$ cat src/rtl/evp_horner_engine.sv
// ---------------------------------------------------------------------------
// evp_horner_engine
//
// Evaluates p(x) = sum c_i * x^i by Horner's rule for one of NUM_SETS
// coefficient sets. The degree N of the selected set comes from a small
// N-memory. Coefficients c_N..c_0 are then streamed from the S-memory.
// Both memories are external and synchronous, with a 1-cycle read latency.
//
// Handshake: `start` is a request that is accepted only in a cycle where
// `busy` is low. `a_sel` and `x` are captured in that same cycle. `busy` then
// stays high through the `done` cycle. Any `start` seen while `busy` is high
// is dropped; it is not queued. `done` is a single-cycle pulse, and
// `result`/`status` change only in that cycle.
//
// Ports
//   clk, rst              clock, synchronous active-high reset
//   start, a_sel, x       request, coefficient-set select, evaluation point
//   busy                  engine is working on an accepted request
//   n_rd_en/_addr/_data   N-memory read port (degree, 5'h1F = unprogrammed)
//   s_rd_en/_addr/_data   S-memory read port (coefficients, c_0 at offset 0)
//   done, result, status  completion pulse, p(x) mod 2^ACC_W, status code
//                         (0 ok, 1 overflow, 2 N unprogrammed, 3 N > MAX_DEG)
//   dbg_state             current FSM state, for observation only
// ---------------------------------------------------------------------------
module evp_horner_engine #(
    parameter int DATA_W   = 16,
    parameter int ACC_W    = 32,
    parameter int NUM_SETS = 8,
    parameter int MAX_DEG  = 10,
    parameter int SADDR_W  = 7,
    localparam int SEL_W   = (NUM_SETS > 1) ? $clog2(NUM_SETS) : 1
) (
    input  logic               clk,
    input  logic               rst,
    input  logic               start,
    input  logic [SEL_W-1:0]   a_sel,
    input  logic [DATA_W-1:0]  x,
    output logic               busy,
    output logic               n_rd_en,
    output logic [SEL_W-1:0]   n_rd_addr,
    input  logic [4:0]         n_rd_data,
    output logic               s_rd_en,
    output logic [SADDR_W-1:0] s_rd_addr,
    input  logic [DATA_W-1:0]  s_rd_data,
    output logic               done,
    output logic [ACC_W-1:0]   result,
    output logic [31:0]        status,
    output logic [2:0]         dbg_state
);

    localparam int PROD_W = ACC_W + DATA_W;
    localparam logic [4:0]         MAX_DEG_L  = 5'(MAX_DEG);
    localparam logic [SADDR_W-1:0] SET_STRIDE = SADDR_W'(MAX_DEG + 1);

    typedef enum logic [2:0] {
        S_IDLE  = 3'd0,
        S_RD_N  = 3'd1,
        S_CHK_N = 3'd2,
        S_RD_C  = 3'd3,
        S_MAC   = 3'd4,
        S_FIN   = 3'd5,
        S_ERR   = 3'd6
    } state_t;

    state_t state_q, state_d;

    logic [SEL_W-1:0]         sel_q;
    logic signed [DATA_W-1:0] x_q;
    logic [4:0]               idx_q;
    logic signed [ACC_W-1:0]  acc_q;
    logic                     ovf_q;
    logic                     first_q;
    logic [ACC_W-1:0]         result_q;
    logic [31:0]              status_q;
    logic                     done_q;

    // Degree check performed in CHK_N.
    logic        n_err;
    logic [31:0] err_code;

    always_comb begin
        n_err    = 1'b0;
        err_code = 32'd0;
        if (n_rd_data == 5'h1F) begin
            n_err    = 1'b1;
            err_code = 32'd2;
        end else if (n_rd_data > MAX_DEG_L) begin
            n_err    = 1'b1;
            err_code = 32'd3;
        end
    end

    // Horner step at full precision. The 48-bit intermediate cannot wrap:
    // |acc*x| <= 2^46, and adding one coefficient keeps it well in range.
    logic signed [PROD_W-1:0] prod_w;
    logic signed [PROD_W-1:0] coef_w;
    logic signed [PROD_W-1:0] sum_w;
    logic [DATA_W:0]          prod_top;
    logic [DATA_W:0]          sum_top;
    logic signed [ACC_W-1:0]  mac_acc;
    logic                     mac_ovf;

    always_comb begin
        prod_w   = $signed(acc_q) * $signed(x_q);
        coef_w   = $signed(s_rd_data);
        sum_w    = prod_w + coef_w;
        // A value fits in signed ACC_W when every bit from the ACC_W-1
        // sign position upward matches.
        prod_top = prod_w[PROD_W-1:ACC_W-1];
        sum_top  = sum_w[PROD_W-1:ACC_W-1];
        if (first_q) begin
            mac_acc = coef_w[ACC_W-1:0];
            mac_ovf = 1'b0;
        end else begin
            mac_acc = sum_w[ACC_W-1:0];
            mac_ovf = !((&prod_top) || !(|prod_top)) ||
                      !((&sum_top)  || !(|sum_top));
        end
    end

    // FSM: state register.
    always_ff @(posedge clk) begin
        if (rst) begin
            state_q <= S_IDLE;
        end else begin
            state_q <= state_d;
        end
    end

    // FSM: next-state logic.
    always_comb begin
        state_d = state_q;
        case (state_q)
            S_IDLE:  if (start) state_d = S_RD_N;
            S_RD_N:  state_d = S_CHK_N;
            S_CHK_N: state_d = n_err ? S_ERR : S_RD_C;
            S_RD_C:  state_d = S_MAC;
            S_MAC:   state_d = (idx_q == 5'd0) ? S_FIN : S_RD_C;
            S_FIN:   state_d = S_IDLE;
            S_ERR:   state_d = S_IDLE;
            default: state_d = S_IDLE;
        endcase
    end

    // FSM: outputs decoded from registered state.
    always_comb begin
        busy      = (state_q != S_IDLE);
        n_rd_en   = (state_q == S_RD_N);
        s_rd_en   = (state_q == S_RD_C);
        dbg_state = state_q;
    end

    // Datapath registers. The result/status are written on the edge that
    // enters FIN/ERR, so they become visible in the same cycle as `done`.
    always_ff @(posedge clk) begin
        if (rst) begin
            sel_q    <= '0;
            x_q      <= '0;
            idx_q    <= '0;
            acc_q    <= '0;
            ovf_q    <= 1'b0;
            first_q  <= 1'b0;
            result_q <= '0;
            status_q <= '1;
            done_q   <= 1'b0;
        end else begin
            done_q <= 1'b0;
            case (state_q)
                S_IDLE: begin
                    if (start) begin
                        sel_q <= a_sel;
                        x_q   <= x;
                    end
                end
                S_CHK_N: begin
                    if (n_err) begin
                        result_q <= '0;
                        status_q <= err_code;
                        done_q   <= 1'b1;
                    end else begin
                        idx_q   <= n_rd_data;
                        ovf_q   <= 1'b0;
                        first_q <= 1'b1;
                    end
                end
                S_MAC: begin
                    acc_q   <= mac_acc;
                    ovf_q   <= ovf_q | mac_ovf;
                    first_q <= 1'b0;
                    if (idx_q == 5'd0) begin
                        result_q <= mac_acc;
                        status_q <= {31'd0, ovf_q | mac_ovf};
                        done_q   <= 1'b1;
                    end else begin
                        idx_q <= idx_q - 5'd1;
                    end
                end
                default: ;
            endcase
        end
    end

    assign n_rd_addr = sel_q;
    // Each set owns MAX_DEG+1 consecutive words; c_i sits at base + i.
    assign s_rd_addr = SADDR_W'(sel_q) * SET_STRIDE + SADDR_W'(idx_q);
    assign done      = done_q;
    assign result    = result_q;
    assign status    = status_q;

endmodule

$ cat config.mk
export PLATFORM = sky130hd
export DESIGN_NAME = evp_horner_engine
export DESIGN_NICKNAME = d
export VERILOG_FILES = /design/src/rtl/evp_horner_engine.sv
export SDC_FILE = /design/constraint.sdc
export NUM_CORES = 2
export LEC_CHECK = 0
export ABC_AREA = 1
export BUFFER_PORTS_ARGS = -buffer_cell sky130_fd_sc_hd__buf_4
export CAP_MARGIN = 20
export CELL_PAD_IN_SITES_DETAIL_PLACEMENT = 0
export CELL_PAD_IN_SITES_GLOBAL_PLACEMENT = 2
export CORE_MARGIN = 5
export CORE_UTILIZATION = 40
export CTS_CLUSTER_SIZE = 40
export DETAILED_ROUTE_END_ITERATION = 8
export PLACE_DENSITY = 0.86
export SLEW_MARGIN = 20
export SYNTH_ARGS = -nofsm -noshare
export SYNTH_HDL_FRONTEND = slang
export SYNTH_SLANG_ARGS = --single-unit
$ cat constraint.sdc
create_clock -name clk -period 13.9 [get_ports clk]
set_clock_uncertainty 0.15 [all_clocks]
set_input_delay 1.39 -clock clk [delete_from_list [all_inputs] [get_ports clk]]
set_output_delay 1.39 -clock clk [all_outputs]
set_load 0.005 [all_outputs]
Word level (Yosys, flattened, before mapping) --
Index checks and enable logic that the tools add are counted.
Storage, ports and cells: output and inout port bits 81, register bits 126, input bits 43, word-level logic and storage cells 72
Cells by class: multiply operators 2, add/subtract/negate cells 3, order comparisons 1, reductions and logical operators 19, eq/ne operators 10, bitwise gates (word level) 1, multiplexer cells 26
Operator list (count):
- 32-bit two-way mux | 5
- 32-bit one-hot mux with 2 select lines | 2
- 48-bit by 16-bit adder with 48-bit output | 1
- 32-bit by 16-bit multiplier with 48-bit output | 1
- 17-bit AND reduction | 2
- 17-bit OR reduction | 2
- 3-bit one-hot mux with 5 select lines | 1
- 5-bit two-way mux | 2
- 2-bit != test, second input constant | 5
- 5-bit one-hot mux with 2 select lines | 1
- 3-bit two-way mux | 3
- 7-bit by 5-bit adder with 7-bit output | 1
- 3-bit by 4-bit multiplier with 7-bit output, second input constant | 1
- 1-bit two-way mux | 7
- 3-bit by 2-bit equality test with 1-bit output, second input constant | 2
- 1-bit one-hot mux with 2 select lines | 3
- 3-bit AND reduction | 2
- 5-bit equality test, second input constant | 1
- 5-bit by 4-bit > comparator with 1-bit output, second input constant | 1
- 5-bit zero test | 1
- 5-bit by 1-bit subtractor with 5-bit output, second input constant | 1
- 1-bit zero test | 4
- 2-bit two-way mux | 2
- 2-bit AND reduction | 2
- 7 further kinds | 9

Depth between registers and ports, before layout --
depth in word-level cells 11, mapped depth 54

Least setup slack after synthesis --
OpenSTA, ideal clock, no wires.
path type register to register, start point register acc_q[23], end point register status_q[0], in the netlist status[0], arrival 7.105 ns, path buffers 2, clock period less this slack 7.367 ns, stages on the path, launching flop included 46, data required time 13.638 ns, setup slack 6.533 ns, setup time 0.112 ns, path through dfxtp_1 -> clkbuf_1 -> clkbuf_1 -> nand2_1 -> fa_1 -> inv_1 -> fa_1 -> inv_1 -> fa_1 -> inv_1 -> fa_1 -> fa_1 -> inv_1 -> fa_1 -> inv_1 -> ha_1 -> nand2_1 -> inv_1 -> (+10 left out) -> nand2_1 -> nor2_1 -> nand4_1 -> nand3_1 -> nand2_1 -> nand2_1 -> and2_1 -> nand2_1 -> nor2_1 -> nand2_1 -> nand2_1 -> nand3_1 -> nand2_1 -> nand2_1 -> nand2_1 -> nand2_1 -> nand2_1 -> nand2_1
Between the ends: word-level cells in the longest chain between the ends 11, elaborated cells on any way between the ends 17, classes of those cells add/sub: 1; mul: 1; mux: 3; bitwise: 1; reduce/logical: 11
RTL lines:
- start, declared | RTL line 70 | logic signed [ACC_W-1:0] acc_q;
- start signal, assigned | RTL line 187 | acc_q <= mac_acc;
- 32-bit by 16-bit multiplier with 48-bit output * | RTL line 104 | prod_w = $signed(acc_q) * $signed(x_q);
- 48-bit by 16-bit adder with 48-bit output | RTL line 106 | sum_w = prod_w + coef_w;
- 17-bit OR reduction | RTL line 117 | !((&sum_top) || !(|sum_top));
- 1-bit zero test | RTL line 117
- 1-bit logical OR | RTL line 117
- 1-bit zero test | RTL line 117
- 1-bit logical OR * | RTL line 116 | mac_ovf = !((&prod_top) || !(|prod_top)) ||
- 1-bit two-way mux * | RTL line 111 | if (first_q) begin
- 1-bit OR * | RTL line 192 | status_q <= {31'd0, ovf_q | mac_ovf};
- 32-bit two-way mux * | RTL line 190 | if (idx_q == 5'd0) begin
- 32-bit one-hot mux with 2 select lines * | RTL line 168 | case (state_q)
- end signal, assigned | RTL line 178 | status_q <= err_code;
- end signal, assigned | RTL line 192
- end, declared | RTL line 74 | logic [31:0] status_q;
Every way passes the cells marked *; elsewhere a longest branch is shown, timed or not. The select of a mux whose other input is x is not followed. A chain may end at the register's enable or synchronous reset.

Worst setup path in the final report --
start point register x_q[15], end point register status_q[0], in the netlist status[0]
Between the ends: word-level cells in the longest chain between the ends 11, elaborated cells on any way between the ends 17, classes of those cells add/sub: 1; mul: 1; mux: 3; bitwise: 1; reduce/logical: 11
RTL lines:
- start, declared | RTL line 68 | logic signed [DATA_W-1:0] x_q;
- start signal, assigned | RTL line 158 | x_q <= '0;
- start signal, assigned | RTL line 172 | x_q <= x;
- 32-bit by 16-bit multiplier with 48-bit output * | RTL line 104
- 48-bit by 16-bit adder with 48-bit output | RTL line 106
- 17-bit OR reduction | RTL line 117
- 1-bit zero test | RTL line 117
- 1-bit logical OR | RTL line 117
- 1-bit zero test | RTL line 117
- 1-bit logical OR * | RTL line 116
- 1-bit two-way mux * | RTL line 111
- 1-bit OR * | RTL line 192
- 32-bit two-way mux * | RTL line 190
- 32-bit one-hot mux with 2 select lines * | RTL line 168
Marks and branches as above.

==> results by group <==
Run status
  – Status: complete, no violations

Cells and area
  – Share of post-route cells with drive strength above 1: 5.63%
  – FF/Latch Area: roughly 0.0019 mm²
  – Nets: roughly 5000
  – Antenna diode count: 0
  – Area of the multi-input gates: roughly 0.021 mm²
  – Area growth from synthesis to layout: 6.52%
  – Post-layout util: 42.8%
  – Number of fill cells: 7771
  – Fin cells: 5265

Global routing
  – GRT Resource Usage Total: roughly 25%
  – Largest net degree at the start of global routing: 68
  – Initial antenna violation count: 0
  – First-pass GRT wire length: 151000 µm
  – Vias in the first global route: 25300
  – GRT Residual Overflow: 0

Clock tree
  – Num CTS Buffers: 9
  – Clk slew on worst S/H paths: 100 ps
  – TritonCTS clock tree: done
  – Post-CTS setup buffer count: 0
  – Root Buffer: clkbuf_16
  – Clk Latency, worst-skew pair: between 300 and 400 ps
  – Cts repair resizes: 0
  – Clock Sink Count: a little under 100
  – H-tree depth: 3
  – Cts hold-fix bufs: 0
  – Clock Path Buffers: 2

Synth
  – Post-synthesis cell count: 4332
  – Top post-synthesis cells by area: fa_1 34%, nand2_1 18%, inv_1 16%, ha_1 7.5%, dfxtp_1 6.8%
  – Yosys reg bits: 97
  – Seq/Total Area, Yosys: 6.77%
  – Count of different cell masters after synthesis: 39
  – Post-Syn Nets: a little over 5000
  – Syn. warnings: 0
  – Post-synth EDFFs: 0
  – Area leader, netlist: fa_1
  – Synth top cells by count: 1341 x nand2_1, 1236 x inv_1, 491 x fa_1, 230 x nor2_1, 172 x ha_1
  – Syn Std Cell Area: 0.0287 mm²
  – Most frequent cell after synthesis: nand2_1
  – Post-synth top area share: roughly 34%
  – Average size of a mapped cell: 6.62 µm²
  – Asr flop ratio synth: 0%
  – Dominant synthesized flop cell: dfxtp_1

Setup path
  – Startpoint types: flip-flop
  – Crit path to: status[0]$_SDFFE_PP1P_
  – Reg2Reg Depth: 40
  – Crit end category: flip-flop
  – Critical path peak fanout: 16
  – R2r startpoint: x_q[15]$_SDFFE_PP0P_
  – Slowest CP cell: fa_1
  – Crit. Startpoint: x_q[15]$_SDFFE_PP0P_
  – Setup slack, reg-to-reg: between 4000 and 5000 ps
  – Worst reg2reg endpoint: status[0]$_SDFFE_PP1P_
  – CP dominant cell by count: nand2_1
  – Crit path largest cell delay: 550 ps
  – Worst Path Arrival: roughly 9500 ps
  – Worst Path Required: 14040 ps
  – WS Path Type: flip-flop to flip-flop

Routing
  – Drt pass-1 iters: 5
  – Wirelength per Cell: around 18 µm
  – Vias after detailed routing: 25000
  – Routed vias/inst: 4.74
  – Antenna-violating nets left: 0
  – Drt total wl: about 100000 µm
  – DRC: 0
  – Initial DRC count: between 1500 and 2000

Place
  – Port Buffers: between 100 and 150
  – Inst Count DP: 5249
  – Hpwl dp: 81300 µm
  – Final RePlAce weighted congestion: 0.924

Power and ir drop
  – Pwr/cell area: 103 mW/mm²
  – Sequential share of power: between 10% and 20%
  – Maximum vdd drop: 0.0000796 V
  – P_int: 1.29 mW
  – Switching pwr: 1.87 mW
  – Logic pwr share: about three quarters
  – Clock share of power: 9.0%
  – Leakage: 17.7 nW
  – Net Sw Frac: 59.1%

STA
  – Fin crit period: between 9000 and 10000 ps
  – Setup tns final: 0 ps
  – Hold Fails Final Rpt: 0
  – Unrepaired setup endpoints after global routing: no
  – Final setup violating endpoints: 0
  – Slew HR: 20.8%
  – Max Fclk: 0.106 GHz
  – Tcrit/Tclk final: 67.7%
  – Worst Tran Pin Value: 1180 ps
  – Max-slew violation count: 0

Floorplanning
  – Initial Util: 40.2%
  – Row cnt: 98
  – Total Die Area: approximately 0.077 mm²
  – Die Span X: 278 µm
  – Die Y: 278 µm
  – Core area: about 0.07 mm²
  – Num ports: 124

Hold path
  – Worst Hold Class: flip-flop to flip-flop

Flow run
  – Max-capacitance violation count: 0
-- critical path: cells and delay by family (launching register included) --
kind            cells  cell delay (ps)
flops               1              540
simple gates       25             3080
xor+xnor            1              140
buf+inv             4              960
fa+ha+maj           8             3750
compound gates      2              640
-- power by group through the flow --
stage / Clock (mW) / Sequential, mW / Combinational [mW]
global placement: 0 / 0.478 / 2.41
floorplan: 0 / 0.388 / 1.63
global route: 0.298 / 0.486 / 2.69
CTS: 0.289 / 0.474 / 2.42
finish: 0.283 / 0.474 / 2.41
detailed placement: 0 / 0.480 / 2.40
-- cell families after synthesis --
family                     after synthesis  share of synthesized area [%]
buffers and inverters                 1431                           19.1
and+or+nand+nor                       1810                           25.5
DFF                                     97                           6.77
AOI/OAI and AO/OA                      274                           5.09
xor gates and xnor gates                57                           1.74
adders and majority gates              663                           41.8
-- metal layers --
metal  vias up  global-route usage [%]  share of wire, %
met5         -                       0                 0
met4         0                    7.13               3.0
met3       117                    2.52               4.4
met2       559                    41.8                47
met1     12000                    35.5                46
li1      12300                       -                 -
-- registers in the layout, summed over array words and instances (netlist names) --
signal     flops
status         3
result        32
x_q           16
acc_q         32
n_rd_addr      3
dbg_state      3
ovf_q          1
idx_q          5
first_q        1
done           1
-- stage by stage --
stage	cell area, µm²	power [mW]	worst slack, ps	hold slack, ps
floorplan	28700	2.02	6530	295
global placement	30200	2.89	4610	306
detailed placement	30200	2.88	4610	310
CTS	30600	3.18	4550	323
global route	30600	3.48	3900	347
finish	30600	3.16	4490	325
-- worst min path at each step --
stage	from	endpoint	cells after the start
6_report	acc_q[7]$_SDFFE_PP0P_	acc_q[7]$_SDFFE_PP0P_	2
5_1_grt	acc_q[7]$_SDFFE_PP0P_	acc_q[7]$_SDFFE_PP0P_	2
4_1_cts	acc_q[7]$_SDFFE_PP0P_	acc_q[7]$_SDFFE_PP0P_	2
3_5_place_dp	acc_q[7]$_SDFFE_PP0P_	acc_q[7]$_SDFFE_PP0P_	2
3_3_place_gp	ovf_q$_SDFFE_PP0P_	ovf_q$_SDFFE_PP0P_	2
2_1_floorplan	ovf_q$_SDFFE_PP0P_	ovf_q$_SDFFE_PP0P_	2
-- layout by cell type (no fill, tap or decap), types with 37 or more instances in the layout --
cell,count
ha_1,172
buf_4,158
nor2_1,229
nand3_1,123
dfxtp_1,93
a21oi_1,159
inv_1,1235
xor2_1,39
nand4_1,37
nand2_1,1341
o21ai_0,72
fa_1,491
-- area by class of cell --
cell class / count / area share (%)
multi-input combinational: 2804 / 69.6
inverter: 1240 / 15.2
sequential: 97 / 6.37
tap: 950 / 3.89
timing repair buffer: 158 / 3.88
clock buffer: 9 / 0.737
clock inverter: 7 / 0.278
Power figures use the tool's default switching activity.
